## src/rtl/scan_addr_decoder_pkg.sv

```systemverilog
// Shared types and constants for the scan address path.
package scan_pkg;

  localparam int ADDR_W = 32;

  typedef enum logic {
    IDLE = 1'b0,
    RUN  = 1'b1
  } scan_state_t;

  typedef struct packed {
    logic [ADDR_W-1:0] offset;
    logic [15:0]       x_stride;
    logic [ADDR_W-1:0] y_stride;
    logic [ADDR_W-1:0] x_max;
    logic [ADDR_W-1:0] y_max;
  } scan_cfg_t;

endpackage

```

## src/rtl/scan_addr_decoder_if.sv

```systemverilog
// Address-in / decoded-beat-out handshake bundle of the scan decoder.
interface scan_addr_decoder_if #(
  parameter int CNT_W = 16
);
  import scan_pkg::*;

  logic              in_valid;
  logic              in_ready;
  logic [ADDR_W-1:0] in_addr;
  logic              out_valid;
  logic              out_ready;
  logic [CNT_W-1:0]  out_x;
  logic [CNT_W-1:0]  out_y;
  logic              out_row_last;
  logic              out_frame_last;
  logic              out_mismatch;

  modport master (
    output in_valid, in_addr, out_ready,
    input  in_ready, out_valid, out_x, out_y, out_row_last, out_frame_last, out_mismatch
  );

  modport slave (
    input  in_valid, in_addr, out_ready,
    output in_ready, out_valid, out_x, out_y, out_row_last, out_frame_last, out_mismatch
  );

endinterface

```

## src/rtl/scan_addr_decoder_pos_counter.sv

```systemverilog
// x/y scan position plus running address accumulator; advances one beat per
// i_advance and wraps to (0,0) after the last beat of a frame.
module scan_pos_counter
  import scan_pkg::*;
#(
  parameter int CNT_W = 16
) (
  input  logic              clk,
  input  logic              rst,
  input  logic              i_clear,
  input  logic              i_advance,
  input  scan_cfg_t         i_cfg,
  output logic [CNT_W-1:0]  o_x,
  output logic [CNT_W-1:0]  o_y,
  output logic [ADDR_W-1:0] o_acc,
  output logic              o_row_last,
  output logic              o_frame_last
);

  logic [CNT_W-1:0]  r_x;
  logic [CNT_W-1:0]  r_y;
  logic [ADDR_W-1:0] r_acc;
  logic              w_rowLast;
  logic              w_colLast;

  // Compare zero-extended indices against the full-width limits
  assign w_rowLast = (ADDR_W'(r_x) == i_cfg.x_max);
  assign w_colLast = (ADDR_W'(r_y) == i_cfg.y_max);

  // Step within a row, jump to the next row, or wrap at the end of the frame
  always_ff @(posedge clk or posedge rst) begin
    if (rst) begin
      r_x   <= '0;
      r_y   <= '0;
      r_acc <= '0;
    end else if (i_clear) begin
      r_x   <= '0;
      r_y   <= '0;
      r_acc <= '0;
    end else if (i_advance) begin
      if (!w_rowLast) begin
        r_x   <= r_x + CNT_W'(1);
        r_acc <= r_acc + {16'b0, i_cfg.x_stride};
      end else if (!w_colLast) begin
        r_x   <= '0;
        r_y   <= r_y + CNT_W'(1);
        r_acc <= r_acc + i_cfg.y_stride;
      end else begin
        r_x   <= '0;
        r_y   <= '0;
        r_acc <= '0;
      end
    end
  end

  assign o_x          = r_x;
  assign o_y          = r_y;
  assign o_acc        = r_acc;
  assign o_row_last   = w_rowLast;
  assign o_frame_last = w_rowLast && w_colLast;

endmodule

```

## src/rtl/scan_addr_decoder.sv

```systemverilog
// Rebuilds (x, y) from an incoming scan address stream, flags row/frame ends
// and counts addresses that differ from the expected sequence.
module scan_addr_decoder
  import scan_pkg::*;
#(
  parameter int CNT_W = 16,
  parameter int ERR_W = 16
) (
  input  logic              clk,
  input  logic              rst,
  input  logic              cfg_load,
  input  logic [ADDR_W-1:0] offset,
  input  logic [15:0]       x_stride,
  input  logic [ADDR_W-1:0] y_stride,
  input  logic [ADDR_W-1:0] x_max,
  input  logic [ADDR_W-1:0] y_max,
  scan_addr_decoder_if.slave bus,
  output logic [ERR_W-1:0]  err_count,
  output logic              busy
);

  scan_state_t       r_state;
  scan_state_t       w_nextState;
  scan_cfg_t         r_cfg;
  logic              w_busy;
  logic              w_inReady;
  logic              w_accept;
  logic              w_mismatch;
  logic [CNT_W-1:0]  w_posX;
  logic [CNT_W-1:0]  w_posY;
  logic [ADDR_W-1:0] w_acc;
  logic [ADDR_W-1:0] w_expected;
  logic              w_rowLast;
  logic              w_frameLast;
  logic              r_outValid;
  logic [CNT_W-1:0]  r_outX;
  logic [CNT_W-1:0]  r_outY;
  logic              r_outRowLast;
  logic              r_outFrameLast;
  logic              r_outMismatch;
  logic [ERR_W-1:0]  r_errCount;

  assign w_accept   = bus.in_valid && w_inReady;
  assign w_expected = w_acc + r_cfg.offset;
  assign w_mismatch = (bus.in_addr != w_expected);

  scan_pos_counter #(
    .CNT_W (CNT_W)
  ) u_pos (
    .clk          (clk),
    .rst          (rst),
    .i_clear      (cfg_load),
    .i_advance    (w_accept),
    .i_cfg        (r_cfg),
    .o_x          (w_posX),
    .o_y          (w_posY),
    .o_acc        (w_acc),
    .o_row_last   (w_rowLast),
    .o_frame_last (w_frameLast)
  );

  // Latch the scan configuration whenever a new scan is started
  always_ff @(posedge clk or posedge rst) begin
    if (rst) begin
      r_cfg <= '0;
    end else if (cfg_load) begin
      r_cfg.offset   <= offset;
      r_cfg.x_stride <= x_stride;
      r_cfg.y_stride <= y_stride;
      r_cfg.x_max    <= x_max;
      r_cfg.y_max    <= y_max;
    end
  end

  // FSM state register
  always_ff @(posedge clk or posedge rst) begin
    if (rst) begin
      r_state <= IDLE;
    end else begin
      r_state <= w_nextState;
    end
  end

  // Next state: restart on cfg_load, fall back to IDLE after the frame's last beat
  always_comb begin
    w_nextState = r_state;
    if (cfg_load) begin
      w_nextState = RUN;
    end else if ((r_state == RUN) && w_accept && w_frameLast) begin
      w_nextState = IDLE;
    end
  end

  // FSM outputs: accept only while running, the output slot is free, and no restart is in progress
  always_comb begin
    w_busy    = 1'b0;
    w_inReady = 1'b0;
    if (r_state == RUN) begin
      w_busy    = 1'b1;
      w_inReady = (!r_outValid || bus.out_ready) && !cfg_load;
    end
  end

  // One-entry output register; holds its beat until downstream takes it
  always_ff @(posedge clk or posedge rst) begin
    if (rst) begin
      r_outValid     <= 1'b0;
      r_outX         <= '0;
      r_outY         <= '0;
      r_outRowLast   <= 1'b0;
      r_outFrameLast <= 1'b0;
      r_outMismatch  <= 1'b0;
    end else if (w_accept) begin
      r_outValid     <= 1'b1;
      r_outX         <= w_posX;
      r_outY         <= w_posY;
      r_outRowLast   <= w_rowLast;
      r_outFrameLast <= w_frameLast;
      r_outMismatch  <= w_mismatch;
    end else if (bus.out_ready) begin
      r_outValid <= 1'b0;
    end
  end

  // Saturating mismatch counter, cleared when a new scan starts
  always_ff @(posedge clk or posedge rst) begin
    if (rst) begin
      r_errCount <= '0;
    end else if (cfg_load) begin
      r_errCount <= '0;
    end else if (w_accept && w_mismatch && (r_errCount != '1)) begin
      r_errCount <= r_errCount + ERR_W'(1);
    end
  end

  assign bus.in_ready       = w_inReady;
  assign bus.out_valid      = r_outValid;
  assign bus.out_x          = r_outX;
  assign bus.out_y          = r_outY;
  assign bus.out_row_last   = r_outRowLast;
  assign bus.out_frame_last = r_outFrameLast;
  assign bus.out_mismatch   = r_outMismatch;
  assign err_count          = r_errCount;
  assign busy               = w_busy;

endmodule

```

## src/flat_wrapper.sv

```systemverilog
// flat-port wrapper written by rule: the top's interface ports become plain ports
module scan_addr_decoder_flat import scan_pkg::*;
#(
  parameter int CNT_W = 16,
  parameter int ERR_W = 16
)
  (clk, rst, cfg_load, offset, x_stride, y_stride, x_max, y_max, err_count, busy, bus_in_valid, bus_in_addr, bus_out_ready, bus_in_ready, bus_out_valid, bus_out_x, bus_out_y, bus_out_row_last, bus_out_frame_last, bus_out_mismatch);
  scan_addr_decoder_if #(.CNT_W(CNT_W)) bus_i ();
  input  logic clk;
  input  logic rst;
  input  logic cfg_load;
  input  logic [ADDR_W-1:0] offset;
  input  logic [15:0] x_stride;
  input  logic [ADDR_W-1:0] y_stride;
  input  logic [ADDR_W-1:0] x_max;
  input  logic [ADDR_W-1:0] y_max;
  output logic [ERR_W-1:0] err_count;
  output logic busy;
  input wire logic [$bits(bus_i.in_valid)-1:0] bus_in_valid;
  input wire logic [$bits(bus_i.in_addr)-1:0] bus_in_addr;
  input wire logic [$bits(bus_i.out_ready)-1:0] bus_out_ready;
  output wire logic [$bits(bus_i.in_ready)-1:0] bus_in_ready;
  output wire logic [$bits(bus_i.out_valid)-1:0] bus_out_valid;
  output wire logic [$bits(bus_i.out_x)-1:0] bus_out_x;
  output wire logic [$bits(bus_i.out_y)-1:0] bus_out_y;
  output wire logic [$bits(bus_i.out_row_last)-1:0] bus_out_row_last;
  output wire logic [$bits(bus_i.out_frame_last)-1:0] bus_out_frame_last;
  output wire logic [$bits(bus_i.out_mismatch)-1:0] bus_out_mismatch;
  assign bus_i.in_valid = bus_in_valid;
  assign bus_i.in_addr = bus_in_addr;
  assign bus_i.out_ready = bus_out_ready;
  assign bus_in_ready = bus_i.in_ready;
  assign bus_out_valid = bus_i.out_valid;
  assign bus_out_x = bus_i.out_x;
  assign bus_out_y = bus_i.out_y;
  assign bus_out_row_last = bus_i.out_row_last;
  assign bus_out_frame_last = bus_i.out_frame_last;
  assign bus_out_mismatch = bus_i.out_mismatch;
  scan_addr_decoder #(.CNT_W(CNT_W), .ERR_W(ERR_W)) u_core (.clk(clk), .rst(rst), .cfg_load(cfg_load), .offset(offset), .x_stride(x_stride), .y_stride(y_stride), .x_max(x_max), .y_max(y_max), .bus(bus_i), .err_count(err_count), .busy(busy));
endmodule
```

## config.mk

```make
export PLATFORM = sky130hd
export DESIGN_NAME = scan_addr_decoder_flat
export DESIGN_NICKNAME = d
export VERILOG_FILES = /design/src/rtl/scan_addr_decoder_pkg.sv /design/src/rtl/scan_addr_decoder_if.sv /design/src/rtl/scan_addr_decoder_pos_counter.sv /design/src/rtl/scan_addr_decoder.sv /design/src/flat_wrapper.sv
export SDC_FILE = /design/constraint.sdc
export NUM_CORES = 1
export LEC_CHECK = 0
export BUFFER_PORTS_ARGS = -buffer_cell sky130_fd_sc_hd__buf_4
export CAP_MARGIN = 10
export CORE_UTILIZATION = 53
export DETAILED_ROUTE_END_ITERATION = 16
export PLACE_DENSITY = 0.81
export SYNTH_ARGS = -nofsm -noshare
export SYNTH_HDL_FRONTEND = slang
export SYNTH_SLANG_ARGS = --single-unit
```

## constraint.sdc

```tcl
create_clock -name clk -period 7.5 [get_ports clk]
set_input_delay 0.375 -clock clk [delete_from_list [all_inputs] [get_ports clk]]
set_output_delay 0.375 -clock clk [all_outputs]
set_load 0.02 [all_outputs]
```

==> flow_summary_export.csv, run 1 <==
group,metric,value,unit
sta,hold_viol,0,
floorplan,die_w,174,um
worst_setup_path,cp_max_fo,22,
sta,setup_viol,0,
sta,slew_violations,0,
drt,postRouteAntennaNets,0,
worst_setup_path,r2r_start,"u_core.u_pos.o_acc[28]",
yosys,synth_commonest_cells,"dfrtp_1 (261), mux2_2 (178), nand2_1 (119), a21oi_1 (105), nor2_1 (91)",
drt,drc,0,
job,drv_cap,0,
min_path,hp-start,"x_stride[2]",
yosys,synth-edff-count,0,
worst_setup_path,crit_arrival,4.94,ns
global_route,grt_overflow,0,
min_path,hold_path_end,"u_core.r_cfg[98]",
power_and_ir_drop,p_leak,8.62,nW
clock_tree,clkSinkCount,261,
yosys,synth.area.top_cells,"dfrtp_1 (41%), mux2_2 (13%), ha_1 (6.4%)",
min_path,hold_class,"in2reg",
yosys,syn_inst,1543,
clock_tree,cts.path.max_buffers,3,
yosys,yosysUniqueCellTypes,76,
power_and_ir_drop,power,4.71,mW
worst_setup_path,critPathKind,"reg2reg",
yosys,yosys_warnings,0,
global_route,grt_antenna_before_repair,0,
power_and_ir_drop,ir_worst_vdd,0.184,mV
worst_setup_path,critPathBufInv,0,
yosys,avgSynthCellArea,10.2,um^2
floorplan,num_io_pins,235,
final_layout,syn2layout_area_growth,19.8,%
yosys,synth_top_area_share,41.5,%
status,status,"completed",
final_layout,fill_cells,2245,
sta,max_slew_margin,37.3,%
clock_tree,clk_latency,0.57,ns
worst_setup_path,startpoint,"u_core.u_pos.o_acc[28]",
global_route,grt_pass1_wl,72000,um
final_layout,diodes,0,
worst_setup_path,slowest_delay,0.67,ns
clock_tree,htreeDepth,1,
yosys,synth_top_area_cell,"dfrtp_1",
worst_setup_path,worstPathRequired,7.91,ns
floorplan,rows,62,
yosys,synth_nets,1808,
yosys,ys.flop_type,"dfrtp_1",
clock_tree,root_buffer,"clkbuf_16",
sta,grt_setup_unrepaired,"false",
worst_setup_path,reg2reg_slack,2.97,ns
global_route,grt_pass1_vias,13300,
placed_design,dpl.hpwl,33700,um
sta,skew,0.0126,ns
drt,dr.pass1.iters,5,
drt,drt_iter0_drc,1071,
worst_setup_path,cp_slowest_cell,"a41o_1",
floorplan,start_util,54.4,%
worst_setup_path,crit_family,"compound AO/OA/AOI/OAI gates",
power_and_ir_drop,powerDensity,250,nW/um^2
floorplan,die_y,174,um
clock_tree,cts_buffers,29,
yosys,yosysSeqAreaShare,41.5,%
final_layout,drive_above_1_share,27.7,%
sta,finalSetupTns,0,ns
clock_tree,cts_resized,0,
placed_design,place_congestion,0.941,
sta,fin_crit_sh,60.4,%
drt,wl_per_cell,20.7,um
sta,fin_crit,4.53,ns
worst_setup_path,worstReg2RegEnd,"u_core.err_count[7]",
floorplan,core-area,28900,um^2
drt,via_per_inst,6.04,
clock_tree,cts_setup_buffers,0,
min_path,timing.hold.worst_path_depth,2,
worst_setup_path,cp-end-kind,"flop",
worst_setup_path,critPathLaunchType,"flop",
yosys,synth_area,15700,um^2
yosys,synth_most_common_cell,"dfrtp_1",
clock_tree,clk_pin_slew_worst_paths,0.06,ns
worst_setup_path,r2r_cells,12,
sta,fmaxAchievable,0.221,GHz
sta,tightest_slew,0.941,ns
worst_setup_path,crit_chain,"ha_1, a21oi_1, a21boi_0, a211oi_1, mux2i_1, nand4_1, or4_1, nor4_1, and4b_1, a41o_1, or4_1, a21oi_1",
yosys,synth_seq_cells,261,
global_route,grt_max_degree,90,
placed_design,io_buffers,234,
yosys,synth-async-reset-ratio,100,%
clock_tree,cts_tree,"built",
drt,wl,45100,um
final_layout,nNetsFinal,2034,
global_route,grt_usage,29.8,%
drt,vias,13100,
floorplan,dieArea,30400,um^2
[cell type report]
| type | count | area [um^2] | share of cell area, % |
|---|---|---|---|
| clock buffers | 45 | 866 | 4.59 |
| multi-input cells | 1198 | 8870 | 47.0 |
| flip-flops and latches | 261 | 6530 | 34.6 |
| clock inverters | 9 | 116 | 0.617 |
| inverters | 30 | 116 | 0.617 |
| well taps | 384 | 480 | 2.55 |
| repair buffers | 249 | 1880 | 9.95 |
[worst max path at each step]
stage | end | cells past startpoint
2_1_floorplan | u_core.bus.out_frame_last | 1
3_3_place_gp | u_core.err_count[7] | 12
3_5_place_dp | u_core.err_count[7] | 12
4_1_cts | u_core.err_count[7] | 12
5_1_grt | u_core.err_count[7] | 12
6_report | u_core.err_count[7] | 12
[state kept, by name, indices dropped and copies added, names as in the netlist]
register / count
u_core.r_cfg: 144
u_core.u_pos.o_acc: 32
u_core.bus.out_x: 16
u_core.bus.out_y: 16
u_core.err_count: 16
u_core.u_pos.o_x: 16
u_core.u_pos.o_y: 16
u_core.bus.out_frame_last: 1
u_core.bus.out_mismatch: 1
u_core.bus.out_row_last: 1
u_core.bus.out_valid: 1
u_core.r_state: 1
[layer usage]
layer | global-route usage (%) | share of wire [%] | vias to the layer above
met5 | 0 | 0 | -
met4 | 10.2 | 3.3 | 0
met3 | 5.62 | 7.7 | 92
met2 | 48.1 | 46 | 515
met1 | 40.0 | 43 | 6359
li1 | - | - | 6170
[through the flow]
step	utilization (%)	hold slack [ns]	worst slack (ns)	instance area, um^2	cells
global placement	61.7	0.447	3.11	17900	2121
floorplan	-	0.481	3.68	15700	1543
global route	65.2	0.0180	2.77	18900	2176
finish	65.2	0.0296	2.97	18900	2176
detailed placement	61.7	0.451	3.03	17900	2121
CTS	65.2	0.0152	3.02	18900	2176
[placed cells by master, fill, tap and decap left out, types with 9 or more instances in the layout]
master / synthesis / layout
mux2_2: 178 / 178
a211oi_1: 9 / 9
o211ai_1: 12 / 12
nand4_1: 26 / 26
clkbuf_16: 0 / 29
and4_1: 9 / 9
nor3_1: 18 / 18
nand2b_1: 9 / 9
xor2_1: 65 / 65
buf_4: 0 / 247
or3_1: 16 / 16
nor4_1: 21 / 21
a31oi_1: 12 / 12
o21bai_1: 17 / 17
nand3_1: 37 / 37
o311ai_1: 9 / 9
o21a_1: 11 / 11
o31ai_1: 18 / 18
ha_1: 81 / 81
a21oi_1: 105 / 104
nor2_1: 91 / 91
xnor2_1: 66 / 66
o21ai_0: 86 / 86
dfrtp_1: 261 / 261
a21o_1: 30 / 30
o21ai_1: 12 / 11
nand2_1: 119 / 118
a22oi_1: 10 / 10
inv_1: 30 / 29
and3_1: 18 / 18
[logic make-up after synthesis]
family	count (synthesis)	share of synthesized area, %
and+or+nand+nor	402	12.6
xor gates and xnor gates	131	7.29
adders and majority gates	84	6.82
DFF	261	41.5
muxes	182	13.0
AOI/OAI and AO/OA	399	16.6
buffers and inverters	84	2.21
[power by group]
| part | internal, mW | switching (mW) |
|---|---|---|
| clock network | 0.863 | 0.602 |
| logic | 0.694 | 0.878 |
| registers | 1.53 | 0.139 |
| total | 3.09 | 1.62 |
[timing repair]
item                                    4_1_cts  5_1_grt
endpoints found under the hold margin        23        0
hold buffers                                  1        0
endpoints found under the setup margin        0        0
(Power assumes the default switching activity.)
==> inputs of run 2 (changes only) <==
--- a/config.mk
+++ b/config.mk
@@ -7,9 +7,9 @@
 export LEC_CHECK = 0
 export BUFFER_PORTS_ARGS = -buffer_cell sky130_fd_sc_hd__buf_4
 export CAP_MARGIN = 10
-export CORE_UTILIZATION = 53
+export CORE_UTILIZATION = 55
 export DETAILED_ROUTE_END_ITERATION = 16
-export PLACE_DENSITY = 0.81
+export PLACE_DENSITY = 0.8
 export SYNTH_ARGS = -nofsm -noshare
 export SYNTH_HDL_FRONTEND = slang
 export SYNTH_SLANG_ARGS = --single-unit
==> constraint.sdc (replaced) <==
create_clock -name clk -period 4.25 [get_ports clk]
set_input_delay 0.2125 -clock clk [delete_from_list [all_inputs] [get_ports clk]]
set_output_delay 0.2125 -clock clk [all_outputs]
set_load 0.02 [all_outputs]
==> flow_summary_export.csv, run 2 (synthesis results as in run 1) <==
group,metric,value,unit
status,status,"completed",
sta,skew,0.0358,ns
worst_setup_path,crit_family,"simple AND/OR/NAND/NOR gates",
worst_setup_path,worstPathRequired,4.73,ns
floorplan,rows,61,
worst_setup_path,r2r_start,"u_core.u_pos.o_acc[1]",
final_layout,largest_reg_flops,144,
job,drv_cap,0,
sta,fmaxAchievable,0.248,GHz
sta,fin_crit_sh,94.7,%
final_layout,final_cell_mix,"buf_4 (273), dfrtp_1 (261), mux2_2 (178)",
global_route,grt_overflow,0,
clock_tree,root_buffer,"clkbuf_16",
sta,slew_violations,0,
clock_tree,cts_tree,"built",
drt,drc,0,
worst_setup_path,critPathLaunchType,"flop",
placed_design,place_congestion,0.988,
placed_design,dpl.hpwl,34600,um
drt,wl_per_cell,22.1,um
drt,postRouteAntennaNets,0,
worst_setup_path,cp_common_cell,"or4_1",
worst_setup_path,cp_max_fo,19,
final_layout,largest_register,"u_core.r_cfg",
clock_tree,htreeDepth,1,
worst_setup_path,cp_slowest_cell,"dfrtp_1",
worst_setup_path,startpoint,"u_core.u_pos.o_acc[1]",
worst_setup_path,crit_chain,"ha_1, a211oi_2, o21a_2, o21a_4, a21oi_2, or3_4, or4_1, nand4_1, and4b_1, a41o_1, buf_12, or4_1, a21oi_1",
floorplan,die_w,171,um
sta,max_slew_margin,43.0,%
clock_tree,clkSinkCount,261,
clock_tree,cts_buffers,30,
final_layout,mostFrequentLayoutCell,"buf_4",
global_route,grt_antenna_before_repair,2,
global_route,grt_max_degree,142,
placed_design,placedCellCount,2144,
sta,fin_crit,4.03,ns
global_route,grt_pass1_vias,14600,
clock_tree,cts.path.max_buffers,3,
power_and_ir_drop,powerDensity,423,nW/um^2
sta,grt_setup_unrepaired,"false",
final_layout,fill_cells,1881,
worst_setup_path,critPathKind,"reg2reg",
global_route,grt_pass1_wl,79600,um
min_path,hp-start,"cfg_load",
final_layout,stdcell_count,2347,
drt,drt_iter0_drc,1236,
clock_tree,clk_pin_slew_worst_paths,0.06,ns
drt,via_per_inst,6.12,
clock_tree,clk_latency,0.59,ns
worst_setup_path,slowest_delay,0.52,ns
power_and_ir_drop,ir_worst_vdd,0.374,mV
floorplan,num_io_pins,235,
sta,setup_viol,0,
floorplan,core-area,27900,um^2
floorplan,dieArea,29300,um^2
final_layout,drive_above_1_share,27.0,%
placed_design,io_buffers,234,
power_and_ir_drop,p_leak,9.40,nW
sta,hold_viol,0,
clock_tree,cts_setup_buffers,0,
drt,wl,51900,um
sta,finalSetupTns,0,ns
drt,dr.pass1.iters,6,
final_layout,syn2layout_area_growth,31.1,%
final_layout,nNetsFinal,2209,
global_route,grt_usage,35.3,%
min_path,hold_class,"in2reg",
worst_setup_path,cp-end-kind,"flop",
floorplan,die_y,171,um
drt,vias,14400,
worst_setup_path,crit_arrival,4.51,ns
floorplan,start_util,56.3,%
sta,tightest_slew,0.855,ns
worst_setup_path,critPathBufInv,1,
==> run 2: cell types whose count changed in the layout (fill, tap and decap cells not counted), sizes merged <==
cell         change
clkbuf           -2
clkinv           -1
diode            +3
clkinvlp         +3
buf             +29
dlygate4sd3    +145
inv              -1
bufinv           +1
==> run 2: through the flow <==
step                worst slack, ns  area [um^2]  power, mW  hold WS, ns  utilization (%)
floorplan                     0.596        15700       4.93        0.364                -
global placement              0.108        18100       5.76        0.446             64.8
detailed placement            0.158        18100       5.80        0.448             64.8
CTS                           0.139        20600       8.60        0.135             73.7
global route                 0.0182        20600       9.10        0.156             73.8
finish                        0.224        20600       8.72        0.162             73.8
==> run 2: path summary, 6_finish.rpt <==
path | endpoint | slack (ns) | cells past startpoint
max in group asynchronous | u_core.r_cfg[92] | 3.22 | 4
worst max register to register | u_core.err_count[7] | 0.22 | 13
worst max-delay path | u_core.err_count[7] | 0.22 | 13
min in group asynchronous | u_core.r_cfg[51] | 0.39 | 4
worst min-delay path | u_core.r_cfg[29] | 0.16 | 2
worst min register to register | u_core.bus.out_row_last | 0.50 | 1
==> run 2: timing repair <==
item	CTS	global route
resized for setup	0	4
hold buffers	146	0
endpoints found under the hold margin	387	0
endpoints found under the setup margin	0	5
==> run 2: report_power, final <==
group | internal (mW) | switching [mW] | leakage (nW) | total [mW]
registers | 2.70 | 0.256 | 3.28 | 2.96
clock network | 1.59 | 1.11 | 0.487 | 2.70
logic | 1.38 | 1.68 | 5.63 | 3.06
total | 5.67 | 3.04 | 9.40 | 8.72
==> run 2: per-layer routing <==
layer  global-route usage [%]  wire length [um]
met5                        0                 0
met4                     14.0              2300
met1                     45.1             20800
met3                     5.16              3920
met2                     60.0             24900
==> run 2: area by class of cell <==
type,instances,area [um^2],area share [%]
diodes,3,7.51,0.0364
clock buffers,43,860,4.17
clock inverters,11,169,0.819
inverters,30,116,0.564
multi-input cells,1198,8890,43.1
flip-flops and latches,261,6530,31.7
well taps,378,473,2.29
repair buffers,423,3580,17.4
==> run 2: worst reg2reg max path, delay by kind of cell (launching register included) <==
kind / cells / cell delay [ns]
AO/OA/AOI/OAI: 6 / 1.12
AND/OR/NAND/NOR: 5 / 1.75
flip-flops: 1 / 0.52
adder cells (fa/ha/maj): 1 / 0.39
buffers and inverters: 1 / 0.16
